**config.mk**
```make
export PLATFORM = sky130hd
export DESIGN_NAME = bin2bcd_iter
export DESIGN_NICKNAME = d
export VERILOG_FILES = /design/src/rtl/bin2bcd_pkg.sv /design/src/rtl/bcd_add3.sv /design/src/rtl/bin2bcd_iter.sv
export SDC_FILE = /design/constraint.sdc
export NUM_CORES = 1
export LEC_CHECK = 0
export CORE_ASPECT_RATIO = 1.75
export CORE_MARGIN = 2
export CORE_UTILIZATION = 50
export DETAILED_ROUTE_END_ITERATION = 7
export GPL_TIMING_DRIVEN = 0
export PLACE_DENSITY_LB_ADDON = 0.25
export SYNTH_ARGS = -nofsm -noshare
export SYNTH_HDL_FRONTEND = slang
export SYNTH_SLANG_ARGS = --single-unit
```
**constraint.sdc**
```tcl
create_clock -name clk -period 3.4 [get_ports clk]
set_input_delay 0.68 -clock clk [delete_from_list [all_inputs] [get_ports clk]]
set_output_delay 0.68 -clock clk [all_outputs]
set_load 0.03 [all_outputs]
```
**src/rtl/bin2bcd_pkg.sv**
```systemverilog
// Shared definitions for the iterative binary-to-BCD converter:
// FSM state encoding and the digit-count helper used for elaboration checks.
package bin2bcd_pkg;

  typedef enum logic [1:0] {
    ST_IDLE  = 2'd0,
    ST_SHIFT = 2'd1,
    ST_DONE  = 2'd2
  } state_t;

  // Decimal digits needed for the largest magnitude a BIN_W-bit operand can carry.
  function automatic int min_digits(input int bin_w, input int is_signed);
    longint unsigned max_v;
    int d;
    if (is_signed != 0) begin
      max_v = 64'd1 << (bin_w - 1);
    end else begin
      max_v = (64'd1 << bin_w) - 64'd1;
    end
    d = 1;
    for (int i = 0; i < 20; i++) begin
      if (max_v >= 64'd10) begin
        max_v = max_v / 64'd10;
        d     = d + 1;
      end else begin
        d     = d;
      end
    end
    return d;
  endfunction

endpackage

```
**src/rtl/bcd_add3.sv**
```systemverilog
// One double-dabble digit correction: add 3 when the digit is 5 or more,
// so the following left shift carries correctly into the next decade.
module bcd_add3 (
  input  logic [3:0] digit,
  output logic [3:0] adjusted
);

  // Per-digit conditional add; no carry leaves the nibble.
  always_comb begin
    adjusted = digit;
    if (digit >= 4'd5) begin
      adjusted = digit + 4'd3;
    end else begin
      adjusted = digit;
    end
  end

endmodule

```
**src/rtl/bin2bcd_iter.sv**
```systemverilog
// Iterative shift-and-add-3 binary-to-BCD converter, one bit per clock,
// with valid/ready on both sides and optional two's-complement input.
module bin2bcd_iter
  import bin2bcd_pkg::*;
#(
  parameter int BIN_W  = 8,
  parameter int DIGITS = 3,
  parameter int SIGNED = 0
) (
  input  logic                  clk,
  input  logic                  rst_n,
  input  logic                  in_valid,
  output logic                  in_ready,
  input  logic [BIN_W-1:0]      bin_in,
  output logic                  out_valid,
  input  logic                  out_ready,
  output logic [4*DIGITS-1:0]   bcd_out,
  output logic                  sign_out
);

  localparam int ACC_W = 4 * DIGITS;
  localparam int CNT_W = $clog2(BIN_W);

  if (BIN_W < 4 || BIN_W > 32) begin : g_bad_width
    $error("bin2bcd_iter: BIN_W must lie in 4..32");
  end
  if (DIGITS < min_digits(BIN_W, SIGNED)) begin : g_bad_digits
    $error("bin2bcd_iter: DIGITS too small for BIN_W");
  end

  state_t             state_r;
  state_t             state_nxt_s;
  logic [CNT_W-1:0]   cnt_r;
  logic [BIN_W-1:0]   sr_r;
  logic [ACC_W-1:0]   acc_r;
  logic               sign_r;
  logic [ACC_W-1:0]   bcd_r;
  logic               sign_out_r;
  logic [ACC_W-1:0]   acc_adj_s;
  logic [ACC_W-1:0]   acc_shift_s;
  logic [BIN_W-1:0]   mag_s;
  logic               neg_s;

  for (genvar d = 0; d < DIGITS; d++) begin : g_digit
    bcd_add3 u_add3 (
      .digit    (acc_r[4*d +: 4]),
      .adjusted (acc_adj_s[4*d +: 4])
    );
  end

  // One iteration: corrected accumulator shifted left, taking the operand MSB.
  assign acc_shift_s = {acc_adj_s[ACC_W-2:0], sr_r[BIN_W-1]};

  // Operand magnitude; the most negative value maps onto 2^(BIN_W-1), which still fits.
  always_comb begin
    mag_s = bin_in;
    neg_s = 1'b0;
    if (SIGNED != 0 && bin_in[BIN_W-1]) begin
      mag_s = ~bin_in + BIN_W'(1);
      neg_s = 1'b1;
    end else begin
      mag_s = bin_in;
      neg_s = 1'b0;
    end
  end

  // State register.
  always_ff @(posedge clk or negedge rst_n) begin
    if (!rst_n) begin
      state_r <= ST_IDLE;
    end else begin
      state_r <= state_nxt_s;
    end
  end

  // Next-state decode.
  always_comb begin
    state_nxt_s = state_r;
    case (state_r)
      ST_IDLE: begin
        if (in_valid) begin
          state_nxt_s = ST_SHIFT;
        end else begin
          state_nxt_s = ST_IDLE;
        end
      end
      ST_SHIFT: begin
        if (cnt_r == {CNT_W{1'b0}}) begin
          state_nxt_s = ST_DONE;
        end else begin
          state_nxt_s = ST_SHIFT;
        end
      end
      ST_DONE: begin
        if (out_ready) begin
          state_nxt_s = ST_IDLE;
        end else begin
          state_nxt_s = ST_DONE;
        end
      end
      default: state_nxt_s = ST_IDLE;
    endcase
  end

  // Datapath: operand capture, per-cycle iteration and result capture on the last one.
  always_ff @(posedge clk or negedge rst_n) begin
    if (!rst_n) begin
      cnt_r      <= {CNT_W{1'b0}};
      sr_r       <= {BIN_W{1'b0}};
      acc_r      <= {ACC_W{1'b0}};
      sign_r     <= 1'b0;
      bcd_r      <= {ACC_W{1'b0}};
      sign_out_r <= 1'b0;
    end else begin
      case (state_r)
        ST_IDLE: begin
          if (in_valid) begin
            sr_r   <= mag_s;
            sign_r <= neg_s;
            acc_r  <= {ACC_W{1'b0}};
            cnt_r  <= CNT_W'(BIN_W - 1);
          end
        end
        ST_SHIFT: begin
          acc_r <= acc_shift_s;
          sr_r  <= {sr_r[BIN_W-2:0], 1'b0};
          cnt_r <= cnt_r - CNT_W'(1);
          if (cnt_r == {CNT_W{1'b0}}) begin
            bcd_r      <= acc_shift_s;
            sign_out_r <= (SIGNED != 0) ? sign_r : 1'b0;
          end
        end
        ST_DONE: begin
          bcd_r      <= bcd_r;
          sign_out_r <= sign_out_r;
        end
        default: begin
          cnt_r <= {CNT_W{1'b0}};
        end
      endcase
    end
  end

  // Handshake flags come straight from the state register.
  assign in_ready  = (state_r == ST_IDLE);
  assign out_valid = (state_r == ST_DONE);
  assign bcd_out   = bcd_r;
  assign sign_out  = sign_out_r;

endmodule

```
==> flow_metrics.py <==
metrics = {
    "place": {
        "hpwl_mm": 2.82,
        "gp_congestion": 0.783,
        "portBuffers": 25,
        "pre_cts_slack_ns": 1.18,
    },
    "timing": {
        "setup_viol": 0,
        "hold_ws_ns": 0.476,
        "slew_headroom": 0.462,
        "min_period_ns": 2.53,
        "hold_viol": 0,
        "fin_skew_ns": 0.0106,
        "fmax_mhz": 395,
        "post-route-period-util": 0.744,
        "setup-tns-final_ns": 0,
        "grt_setup_unrepaired": "false",
        "slew_violations": 0,
        "worst_pin_slew_ns": 0.807,
        "setup_slack_ns": 0.871,
    },
    "worst_setup_path": {
        "critical_path_class": "reg -> out",
        "crit_path_top_delay_cell": "clkdlybuf4s50_1",
        "r2r_end": "acc_r[6]$_DFFE_PN0P_",
        "r2r_slack_ns": 1.63,
        "critical_path.startpoint_type": "flop",
        "startpoint": "state_r[0]$_DFF_PN0_",
        "crit_chain": "clkbuf_1, nand2b_1, inv_1, clkdlybuf4s50_1",
        "crit_fanout": 10,
        "cp_num_buf_inv": 3,
        "max_stage_delay_ns": 0.66,
        "crit_cells": 4,
        "cp-end-kind": "output port",
        "arrival_ns": 1.85,
        "rr_worst_depth": 6,
        "worstPathRequired_ns": 2.72,
        "path_delay_family": "buffers and inverters",
        "worstReg2RegStart": "acc_r[4]$_DFFE_PN0P_",
        "cp-endpoint": "out_valid",
    },
    "power": {
        "powerDensity_nw_per_um2": 1030,
        "ir_drop_uv": 626,
        "power_frac_comb": 0.467,
        "switching_power_uw": 905,
        "pwr-share-seq": 0.338,
        "power_leakage_nw": 1.02,
        "p_sw_frac": 0.395,
        "intPower_mw": 1.38,
        "p_clk_frac": 0.195,
    },
    "synthesis": {
        "synth_ff_type": "dfrtp_1",
        "synth.cell_area_sq_um": 1800,
        "synth_top_area_share": 0.516,
        "synth-seq-cells": 37,
        "async_reset_ff_frac": 1.00,
        "ys_types": 27,
        "synthTopCellsByArea": "dfrtp_1 52%, o21ai_0 7.0%, nand2_1 5.6%",
        "syn_inst": 182,
        "synth_edf_count": 0,
        "syn_area_per_cell_sq_um": 9.87,
        "synth_area_leader_cell": "dfrtp_1",
        "synth_fp_nets": 202,
        "seq_area_frac_synth": 0.516,
        "yosysWarnings": 0,
    },
    "global_route": {
        "grt_usage": 0.212,
        "antenna_found_initial": 0,
        "grt_overflow_total": 0,
        "grt_start_max_net_pins": 38,
        "grt_pass1_vias": 1449,
        "grt_pass1_wl_mm": 6.58,
    },
    "clock_tree": {
        "insertion_delay_ns": 0.29,
        "clockRootBuffer": "clkbuf_8",
        "cts_max_level": 2,
        "tritoncts": "done",
        "numCtsBuffers": 5,
        "cts_max_path_buffers": 2,
        "clk_pin_slew_ns": 0.08,
        "ctsResizeCount": 0,
        "cts_setup_buffers": 0,
        "cts.sinks": 37,
        "cts_hold_buf": 0,
    },
    "floorplan": {
        "fp.dieW_um": 49.3,
        "start_util": 0.528,
        "die_h_um": 83.3,
        "core-area_sq_um": 3400,
        "ioPinCount": 27,
        "dieArea_sq_um": 4110,
        "fp-row-count": 28,
    },
    "flow_run": {
        "cap_viol_max_count": 0,
    },
    "route": {
        "final_antenna_net_count": 0,
        "vias": 1403,
        "top_layer": "met4",
        "drt_drc_violations_left": 0,
        "dr_wl_met2_mm": 2.23,
        "firstDrtPassIters": 4,
        "wl_met3_um": 133,
        "wl_met1_mm": 1.34,
        "wire_per_inst_um": 14.5,
        "drtIter0Drc": 24,
        "vias_per_cell": 5.40,
        "drt-total-wl_mm": 3.77,
    },
    "outcome": {
        "status": "finished, final reports clean",
    },
    "final_layout": {
        "nNetsFinal": 234,
        "areaGrowthSynthToFinish_pct": 24.3,
        "final_util": 0.656,
        "diodes": 0,
        "final_layout_size_suffix_gt1_frac": 0.112,
    },
    "min_path": {
        "min_path_type": "in -> async",
    },
}
-- placed cells by master (no fill, tap or decap) --
cell type / instances
conb_1: 1
ha_1: 8
clkdlybuf4s50_1: 24
mux2_2: 5
clkbuf_8: 5
a22oi_1: 2
o21ai_0: 25
nor2b_1: 6
buf_2: 8
a21oi_2: 1
dfrtp_1: 37
and2b_2: 1
clkinv_2: 1
o22ai_1: 1
nand2b_1: 5
o21ai_1: 7
o21bai_1: 1
nor3b_1: 5
nor2_1: 2
mux2i_1: 7
clkbuf_1: 1
nand2_1: 27
a21oi_1: 11
buf_4: 1
xnor2_1: 3
a22o_1: 2
nand3_1: 3
inv_1: 9
bufinv_16: 2
o31a_1: 1
nor3_1: 3
-- cell usage after synthesis, types with 5 or more instances --
cell type / n
nand2b_1: 5
buf_2: 7
nor3b_1: 5
mux2_2: 5
inv_1: 9
ha_1: 8
mux2i_1: 7
nor2b_1: 6
dfrtp_1: 37
o21ai_0: 25
o21ai_1: 7
a21oi_1: 11
nand2_1: 27
-- kinds of logic (layout without fill, tap and decap cells) --
family / count (synthesis) / count (layout) / synth area share
simple gates: 52 / 52 / 0.141
compound gates: 51 / 51 / 0.155
flops: 37 / 37 / 0.516
buf+inv: 18 / 51 / 0.0446
mux: 12 / 12 / 0.0704
fa+ha+maj: 8 / 8 / 0.0558
xor+xnor: 3 / 3 / 0.0146
other cells: 1 / 1 / 0.00209
-- flip-flops by register name, indices dropped and copies added, names as in the netlist --
name     flops
state_r      2
cnt_r        3
acc_r       12
bcd_out     12
sr_r         8
-- per-layer routing --
metal  vias to the layer above  global-route usage
li1                        683                   -
met1                       681               0.217
met2                        33               0.391
met3                         6              0.0450
met4                         0               0.106
met5                         -                   0
-- power groups by stage --
stage / combinational, mW / clock [mW] / sequential [mW]
after floorplan: 0.646 / 0 / 0.861
after global placement: 1.02 / 0 / 0.762
after detailed placement: 1.08 / 0 / 0.779
after CTS: 1.08 / 0.453 / 0.773
after global routing: 1.20 / 0.472 / 0.801
final: 1.07 / 0.446 / 0.773
-- area by class of cell --
type / count / area (sq um)
multi-input cells: 127 / 790
well taps: 45 / 56.3
inverters: 9 / 33.8
fillers: 293 / 1170
repair buffers: 25 / 245
flip-flops and latches: 37 / 926
clock buffers: 5 / 68.8
clock inverters: 3 / 65.1
plain buffers: 9 / 46.3
-- how the worst min path moves through the flow --
stage	slack (ns)	cells past startpoint	startpoint	end
2_1_floorplan	0.38	0	rst_n	acc_r[0]$_DFFE_PN0P_
3_3_place_gp	0.46	2	sr_r[2]$_DFFE_PN0P_	sr_r[2]$_DFFE_PN0P_
3_5_place_dp	0.47	2	bcd_out[1]$_DFFE_PN0P_	bcd_out[1]$_DFFE_PN0P_
4_1_cts	0.49	2	bcd_out[1]$_DFFE_PN0P_	bcd_out[1]$_DFFE_PN0P_
5_1_grt	0.51	2	bcd_out[5]$_DFFE_PN0P_	bcd_out[5]$_DFFE_PN0P_
6_report	0.48	1	rst_n	bcd_out[5]$_DFFE_PN0P_
-- per-stage QoR --
step,total power [mW],cell area (sq um),std cells
after global routing,2.47,2230,260
after floorplan,1.51,1800,182
after global placement,1.78,2100,252
after detailed placement,1.86,2100,252
final,2.29,2230,260
after CTS,2.31,2230,260
(Power assumes the default switching activity.)
